==> src/rtl/ariane_pkg.sv <==
// ariane_pkg: CFI log entry type and the log arbiter state encoding
package ariane_pkg;
  typedef struct packed {
    logic [31:0] pc;
    logic [31:0] target;
    logic [1:0]  kind;
  } cfi_log_t;
  typedef enum logic [1:0] {IDLE, XFER, WAIT_CMPL} cfi_arb_state_e;
endpackage

==> src/rtl/cfi_arb_rr_pick.sv <==
// cfi_arb_rr_pick: first set request at or above rr_ptr, wrapping at NR_HARTS
module cfi_arb_rr_pick #(
  parameter int NR_HARTS = 2,
  localparam int IdW = NR_HARTS > 1 ? $clog2(NR_HARTS) : 1
) (
  input  logic [NR_HARTS-1:0] req,
  input  logic [IdW-1:0]      rr_ptr,
  output logic [IdW-1:0]      gnt_idx,
  output logic                gnt_valid
);
  function automatic int wrap(input int v);
    return v >= NR_HARTS ? v - NR_HARTS : v;
  endfunction
  always_comb begin
    gnt_idx = '0;
    gnt_valid = 1'b0;
    for (int i = NR_HARTS - 1; i >= 0; i--) begin
      if (req[wrap(int'(rr_ptr) + i)]) begin
        gnt_idx = IdW'(wrap(int'(rr_ptr) + i));
        gnt_valid = 1'b1;
      end
    end
  end
endmodule

==> src/rtl/cfi_log_arbiter.sv <==
// cfi_log_arbiter: round-robin share of one CFI mailbox backend across harts; CFI_ARB_TIMEOUT_EN adds a completion timeout
module cfi_log_arbiter
  import ariane_pkg::*;
#(
  parameter int NR_HARTS = 2,
  parameter int TIMEOUT_CYCLES = 1024,
  localparam int IdW = NR_HARTS > 1 ? $clog2(NR_HARTS) : 1
) (
  input  logic                     clk_i,
  input  logic                     rst_i,
  input  cfi_log_t [NR_HARTS-1:0]  log_i,
  input  logic [NR_HARTS-1:0]      log_valid_i,
  output logic [NR_HARTS-1:0]      log_pop_o,
  output cfi_log_t                 bk_log_o,
  output logic                     bk_valid_o,
  input  logic                     bk_ready_i,
  input  logic                     mbox_completion_irq_i,
  output logic [IdW-1:0]           grant_id_o,
  output logic                     busy_o,
  output logic                     err_timeout_o
);
  cfi_arb_state_e state_q, state_d;
  logic [IdW-1:0] rr_ptr, grant_q, pick_idx;
  logic pick_valid, hs, done, tmo;
  cfi_arb_rr_pick #(.NR_HARTS(NR_HARTS)) u_pick (
    .req(log_valid_i),
    .rr_ptr(rr_ptr),
    .gnt_idx(pick_idx),
    .gnt_valid(pick_valid)
  );
  assign hs = state_q == XFER && bk_ready_i;
  assign done = (hs && mbox_completion_irq_i) ||
                (state_q == WAIT_CMPL && (mbox_completion_irq_i || tmo));
`ifdef CFI_ARB_TIMEOUT_EN
  localparam int CntW = $clog2(TIMEOUT_CYCLES + 1);
  logic [CntW-1:0] tmo_cnt;
  assign tmo = state_q == WAIT_CMPL && !mbox_completion_irq_i && tmo_cnt == CntW'(TIMEOUT_CYCLES);
  assign err_timeout_o = tmo;
  always_ff @(posedge clk_i) begin
    tmo_cnt <= (rst_i || state_q != WAIT_CMPL || done) ? '0 : tmo_cnt + 1'b1;
  end
`else
  assign tmo = 1'b0;
  assign err_timeout_o = 1'b0;
`endif
  always_ff @(posedge clk_i) begin
    if (rst_i) begin
      state_q <= IDLE;
      rr_ptr <= '0;
      grant_q <= '0;
    end else begin
      state_q <= state_d;
      if (state_q == IDLE && pick_valid) grant_q <= pick_idx;
      if (done) rr_ptr <= grant_q == IdW'(NR_HARTS - 1) ? '0 : grant_q + 1'b1;
    end
  end
  always_comb begin
    state_d = state_q == IDLE ? (pick_valid ? XFER : IDLE) :
              state_q == XFER ? (done ? IDLE : hs ? WAIT_CMPL : XFER) :
              (done ? IDLE : WAIT_CMPL);
  end
  always_comb begin
    bk_valid_o = state_q == XFER;
    bk_log_o = log_i[grant_q];
    log_pop_o = hs ? NR_HARTS'(1) << grant_q : '0;
    busy_o = state_q != IDLE;
    grant_id_o = grant_q;
  end
endmodule

==> config.mk <==
export PLATFORM = sky130hd
export DESIGN_NAME = cfi_log_arbiter
export DESIGN_NICKNAME = d
export VERILOG_FILES = /design/src/rtl/ariane_pkg.sv /design/src/rtl/cfi_arb_rr_pick.sv /design/src/rtl/cfi_log_arbiter.sv
export SDC_FILE = /design/constraint.sdc
export NUM_CORES = 1
export LEC_CHECK = 0
export CAP_MARGIN = 10
export CORE_AREA = 2 2 81 83
export CTS_CLUSTER_DIAMETER = 60
export DETAILED_ROUTE_END_ITERATION = 12
export DIE_AREA = 0 0 83 85
export DONT_BUFFER_PORTS = 1
export SYNTH_ARGS = -nofsm -noshare
export SYNTH_HDL_FRONTEND = slang
export SYNTH_SLANG_ARGS = --single-unit
==> constraint.sdc <==
create_clock -name clk_i -period 1.1 [get_ports clk_i]
set_input_delay 0.22 -clock clk_i [delete_from_list [all_inputs] [get_ports clk_i]]
set_output_delay 0.22 -clock clk_i [all_outputs]
set_load 0.02 [all_outputs]
### After elaboration in Yosys (flattened, before gate mapping)

Index checks and enable logic that the tools add are counted.

* input port bits: 138
* bits in registers: 4
* output and inout bits: 72

* shift operators: 1
* multiplexer cells: 22
* reductions and logical operators: 7
* add/subtract/negate cells: 4
* order comparisons: 5
* equality and inequality tests: 2

Operators by type and width (number)
* $mux 66: 2
* $lt 32x3->1 const B: 2
* $mux 32: 2
* $ge 32x3->1 const B: 1
* $sub 32x3->32 const B: 1
* $mux 1: 12
* $mux 2: 6
* $logic_and 1x1->1: 4
* $sub 1x2->3 const B: 1
* $add 1x1->2 const B: 1
* $eq 2x1->1 const B: 1
* $eq 2x2->1 const B: 1
* $ge 1x2->1 const B: 1
* $logic_not 2->1: 1
* $lt 1x2->1 const B: 1
* $reduce_bool 2->1: 1
* $shl 1x1->2 const A: 1
* $add 1x1->1 const B: 1
* $logic_or 1x1->1: 1

### Logic depth before layout (Yosys ltp)

Gate-level depths: netlist (run 1).

* depth after elaboration: 10
* depth in mapped cells: 4

### By module

Synthesis (run 1) repeated with hierarchy kept, for this count alone.

* cell total of the unflattened synthesis: 103
* area, all modules: 1026.0 um^2

By module, submodules not included
* cfi_log_arbiter: cells each 100, times used 1, area an instance 1008.5 um^2
* cfi_arb_rr_pick: cells each 3, times used 1, area an instance 17.5 um^2

### Worst setup path after synthesis (run 1)

Ideal clock, no wire load.

* path kind: register to output
* start point: register grant_q, in the netlist grant_id_o
* end point: output port bk_log_o[0] (netlist name)
* arrival: 1206 ps
* path slack: -326 ps
* stages on the path, launching flop included: 4
* data required time: 880 ps
* cell sequence: dfxtp_1 -> buf_2 -> buf_2 -> mux2_2

RTL lines
* start, declared: line cfi_log_arbiter.sv:23 `logic [IdW-1:0] rr_ptr, grant_q, pick_idx;`
* start signal, assigned: line cfi_log_arbiter.sv:53 `if (state_q == IDLE && pick_valid) grant_q <= pick_idx;`
* end, declared: line cfi_log_arbiter.sv:14 `output cfi_log_t bk_log_o,`

==> impl_metrics.json, run 1 <==
{
  "dieArea_um2": 7060,
  "fin_skew_ps": 5.65,
  "status": "complete, but fails checks",
  "finalCritPeriodShare_pct": 131,
  "fin_ws_ps": -343,
  "maxCapViolations": 0,
  "num_vias": 906,
  "wirelength_um": 3900,
  "rr_worst_depth": 4,
  "drc_errors": 0,
  "violations": "negative setup slack",
  "dr.pass1.iters": 4,
  "placeableCoreArea_um2": 6200,
  "hold_class": "in2reg",
  "dpl_worst_slack_ps": -101,
  "p_leak_nw": 0.665,
  "vias_per_cell": 4.92,
  "crit_slowest_cell": "dfxtp_4",
  "num-fill-cells": 636,
  "ys_types": 19,
  "crit_cells": 2,
  "synth-xor-area-share_pct": 0,
  "setup_violations": 70,
  "grt_pass1_wl_um": 5130,
  "post_drt_wl_per_cell_um": 21.2,
  "clk_latency_ps": 220,
  "first_global_vias": 934,
  "rsz0062_at_grt": "true",
  "ys_ff_latch": 4,
  "hold_depth": 1,
  "finalMaxSlewViolations": 0,
  "cts_htree_levels": 1,
  "final_antenna_net_count": 0,
  "port_buffers": 0,
  "synthMuxAreaShare_pct": 73.9,
  "layout_min_cycle_time_ps": 1440,
  "synth-adder-area-share_pct": 0,
  "drive_gt1_share_pct": 85.0,
  "ys_seq_area_share_pct": 7.96,
  "crit_family": "flip-flops",
  "yosysWarnings": 0,
  "grt_overflow": 0,
  "netlist_instances": 101,
  "fin_tns_setup_ps": -22540,
  "nets": 246,
  "fmax_mhz": 693,
  "cp-end-kind": "output pin",
  "crit_required_ps": 880,
  "synth-simple-area-share_pct": 6.09,
  "drt_iter0_drc": 8,
  "gp_congestion": 0.850,
  "die_h_um": 85,
  "hold_viol": 0,
  "critPathMaxFanout": 32,
  "cts.clk_slew.worst_paths_ps": 30,
  "antennaDiodeCount": 0,
  "max-vdd-ir-drop_uv": 604,
  "ios": 210,
  "critical_path_class": "reg2out",
  "start_util_pct": 16.2,
  "root_buffer": "clkbuf_8",
  "max_stage_delay_ps": 380,
  "syn_nets": 239,
  "die_x_um": 83,
  "track_usage_pct": 9.28,
  "place.detailed.hpwl_um": 3380,
  "cp_num_buf_inv": 1,
  "grt_max_degree": 33,
  "synth_compound_area_share_pct": 5.85,
  "num_rows": 29,
  "cts_buffer_depth": 2,
  "start_kind": "flip-flop",
  "syn_area_um2": 1010,
  "cts_made_buffers": 3,
  "grt_antenna_before_repair": 0,
  "cp.arrival_ps": 1220,
  "p_per_area_nw_per_um2": 946,
  "synth_top_family_by_area": "multiplexers",
  "path_cells": "buf_16 > mux2_4",
  "syn_avg_cell_area_um2": 9.96,
  "area_growth_pct": 54.6,
  "cts_tree": "built",
  "clkSinkCount": 4
}
[metrics by stage]
stage                     utilization, %  hold WS [ps]  instance area (µm²)  power [W]  cells
final                               25.1          59.6                 1560    0.00147    184
after global routing                25.1          53.4                 1560    0.00153    184
after CTS                           24.7          54.6                 1540    0.00147    184
after detailed placement            22.4           292                 1390    0.00107    176
after global placement              22.4           290                 1390    0.00107    176
after floorplan                        -           279                 1340    0.00104    101
[worst register-to-register path, delay by kind of cell, from the launching register on]
family	cells	cell delay (ps)
AO/OA/AOI/OAI	2	300
buffers and inverters	1	120
flip-flops	1	350
AND/OR/NAND/NOR	1	190
[synth_stat cells (all sizes together)]
cell,instances,share of area [%]
nor3,1,0.50
and3b,1,1.0
nor2b,1,0.62
o21ai,3,1.5
or2b,1,0.75
mux2,66,74
nor2,2,0.75
a21oi,2,1.0
and2b,1,1.0
o211ai,1,0.75
dfxtp,4,8.0
buf,9,4.7
and3,1,0.75
nand3b,1,0.75
inv,3,1.1
a311oi,2,1.7
a2111oi,1,0.87
conb,1,0.37
[routing by layer]
layer,up-vias,global-route usage [%],wire length (µm),share of wire (%)
met5,-,0,0,0
met4,0,5.07,136,3.5
met3,10,2.33,372,9.5
met2,97,16.5,2120,54
met1,413,10.1,1270,33
li1,386,-,-,-
[where the power goes]
part	switching [W]	internal (W)	total, W	leakage (nW)
Clock	0.0000845	0.000248	0.000333	0.0228
Sequential	0.0000177	0.000156	0.000174	0.0345
Combinational	0.000502	0.000464	0.000965	0.608
Total	0.000604	0.000868	0.00147	0.665
[flip-flops by register name, indices dropped and copies added (netlist names)]
name and flops:
grant_id_o 1, rr_ptr 1, state_q 2
[cells by family (layout without fill, tap and decap cells)]
kind of cell           count (synthesis)  count (layout)
and+or+nand+nor                        9               9
buffers and inverters                 12              18
AOI/OAI and AO/OA                      9               9
muxes                                 66              66
other                                  1               1
DFF                                    4               4
[area by class of cell]
type	count	area, µm²	area share [%]
multi-input cells	85	1150	73.7
repair buffers	11	168	10.8
well taps	77	96.3	6.19
clock buffers	4	45.0	2.90
inverters	3	11.3	0.724
flip-flops and latches	4	88.8	5.71
[cell usage in the layout, fill, tap and decap left out, types with 2 or more instances in the layout]
master    instances
buf_6             4
buf_4             3
o21ai_0           3
clkbuf_8          3
inv_1             2
nor2_4            2
mux2_4           66
a311oi_2          2
a21oi_1           2
dfxtp_4           2
buf_12            2
[timing repair]
action / CTS / global route
cloned: 1 / 0
resized for setup: 15 / 3
setup buffers: 3 / 0
endpoints found under the setup margin: 71 / 73
hold buffers: 0 / 0
pin swaps: 0 / 2
[final timing paths]
check | slack (ps) | start | end
hold reg to reg | 560 | state_q[1]$_SDFF_PP0_ | state_q[0]$_SDFF_PP0_
hold / removal | 60 | rst_i | rr_ptr$_SDFFE_PP0P_
setup / recovery | -340 | grant_id_o$_SDFFE_PP0P_ | bk_log_o[12]
setup reg to reg | 20 | state_q[1]$_SDFF_PP0_ | rr_ptr$_SDFFE_PP0P_
Note: power is estimated with default switching activity, not from simulation.
==> run 2, diff against run 1 <==
--- a/config.mk
+++ b/config.mk
@@ -5,12 +5,12 @@
 export SDC_FILE = /design/constraint.sdc
 export NUM_CORES = 1
 export LEC_CHECK = 0
+export BUFFER_PORTS_ARGS = -buffer_cell sky130_fd_sc_hd__buf_2
 export CAP_MARGIN = 10
-export CORE_AREA = 2 2 81 83
+export CORE_AREA = 2 2 82 84
 export CTS_CLUSTER_DIAMETER = 60
 export DETAILED_ROUTE_END_ITERATION = 12
-export DIE_AREA = 0 0 83 85
-export DONT_BUFFER_PORTS = 1
+export DIE_AREA = 0 0 84 86
 export SYNTH_ARGS = -nofsm -noshare
 export SYNTH_HDL_FRONTEND = slang
 export SYNTH_SLANG_ARGS = --single-unit
==> run 2 against run 1 <==
Effect of this change:
- the flow still finishes with violations (negative setup slack)
- critical endpoint is now bk_log_o[11]
- cell area rose by 110%
- die area rose by 2.4%
- power increased by 60%
- global-route usage is 3.4 points higher
- clock skew grew 1.0 ps
- critical path type unchanged
- cell count rose by 120%
- via count rose by 92%
- largest cell class is now buffers
- sequential power is essentially flat
==> impl_metrics.json, run 2 (synthesis gave the netlist of run 1 again) <==
{
  "cts_tree": "built",
  "dpl_worst_slack_ps": -218,
  "start_util_pct": 16.0,
  "final_cell_mix": "buf_2 (137), buf_6 (76), mux2_4 (66)",
  "nets": 468,
  "finalMaxSlewViolations": 0,
  "root_buffer": "clkbuf_8",
  "clk_latency_ps": 230,
  "fin_ws_ps": -455,
  "first_global_vias": 1641,
  "p_per_area_nw_per_um2": 727,
  "die_x_um": 84,
  "cp.arrival_ps": 1330,
  "cts_made_buffers": 3,
  "rsz0062_at_grt": "true",
  "violations": "negative setup slack",
  "status": "complete, but fails checks",
  "grt_overflow": 0,
  "fmax_mhz": 643,
  "wirelength_um": 6110,
  "grt_max_degree": 26,
  "p_leak_nw": 1.73,
  "hold_viol": 0,
  "cts_htree_levels": 1,
  "port_buffers": 208,
  "critical_path_class": "reg2out",
  "cts_buffer_depth": 2,
  "grt_antenna_before_repair": 1,
  "dieArea_um2": 7220,
  "area_growth_pct": 222,
  "drc_errors": 0,
  "dr.pass1.iters": 4,
  "num_rows": 29,
  "cts.clk_slew.worst_paths_ps": 40,
  "finalCritPeriodShare_pct": 141,
  "num_vias": 1742,
  "vias_per_cell": 4.29,
  "dp_cells": 385,
  "track_usage_pct": 12.6,
  "max-vdd-ir-drop_uv": 848,
  "cp-end-kind": "output pin",
  "largest_reg_flops": 2,
  "power.total_w": 0.00236,
  "rr_worst_depth": 5,
  "post_drt_wl_per_cell_um": 15.0,
  "gp_congestion": 0.824,
  "finalNonFillerCells": 406,
  "grt_pass1_wl_um": 7470,
  "hold_class": "in2reg",
  "fin_tns_setup_ps": -29290,
  "largest_register": "state_q",
  "critPathMaxFanout": 6,
  "hold_depth": 2,
  "layout_min_cycle_time_ps": 1550,
  "maxCapViolations": 0,
  "final_common_cell": "buf_2",
  "start_kind": "flip-flop",
  "final_antenna_net_count": 0,
  "drt_iter0_drc": 20,
  "clkSinkCount": 4,
  "fin_skew_ps": 6.66,
  "holdWs_ps": 201,
  "drive_gt1_share_pct": 94.8,
  "place.detailed.hpwl_um": 4320,
  "crit_required_ps": 880,
  "setup_violations": 72,
  "antennaDiodeCount": 0,
  "placeableCoreArea_um2": 6280,
  "ios": 210,
  "die_h_um": 86
}
[run 2: per-layer routing]
metal	share of wire (%)	vias to the layer above	wire length (µm)	GRT usage [%]
met5	0.21	-	13	0
met4	1.2	2	76	3.81
met3	8.2	10	503	4.04
met2	55	107	3390	25.2
met1	35	788	2130	12.4
li1	-	835	-	-
[run 2: through the flow]
| step | area (µm²) | utilization, % |
|---|---|---|
| 2_1_floorplan | 1340 | - |
| 3_3_place_gp | 2450 | 39.0 |
| 3_5_place_dp | 2450 | 39.0 |
| 4_1_cts | 2660 | 42.3 |
| 5_1_grt | 3240 | 51.6 |
| 6_report | 3240 | 51.6 |
[run 2: area by class of cell]
type / instances / area, µm²
inverter: 3 / 11.3
clock buffer: 4 / 45.0
multi-input combinational: 85 / 1140
timing repair buffer: 233 / 1860
tap: 77 / 96.3
fill: 551 / 3040
sequential: 4 / 88.8
[run 2: timing repair]
| item | 4_1_cts | 5_1_grt |
|---|---|---|
| endpoints found under the setup margin | 71 | 73 |
| buffers inserted | 6 | 5 |
| pin swaps | 4 | 4 |
| hold buffers | 0 | 0 |
| gates cloned | 0 | 7 |
| resized for setup | 39 | 126 |
[run 2: worst paths after layout]
kind                                              start  slack (ps)                      end
worst max-delay path            grant_id_o$_SDFFE_PP0P_        -450             bk_log_o[11]
worst min-delay path                              rst_i         200  grant_id_o$_SDFFE_PP0P_
worst max register to register    state_q[1]$_SDFF_PP0_         -20      rr_ptr$_SDFFE_PP0P_
worst min register to register      rr_ptr$_SDFFE_PP0P_         580  grant_id_o$_SDFFE_PP0P_
[run 2: power by group]
part           switching [W]  internal, W  leakage [nW]
Sequential         0.0000145     0.000157        0.0346
Combinational       0.000733      0.00111          1.67
Clock              0.0000963     0.000249        0.0228
Total               0.000843      0.00151          1.73
[run 2: critical path: stages (launching register included)]
cell	delay, ps
dfxtp_4	370
buf_12	140
clkbuf_16	160
mux2_4	300
buf_6	130
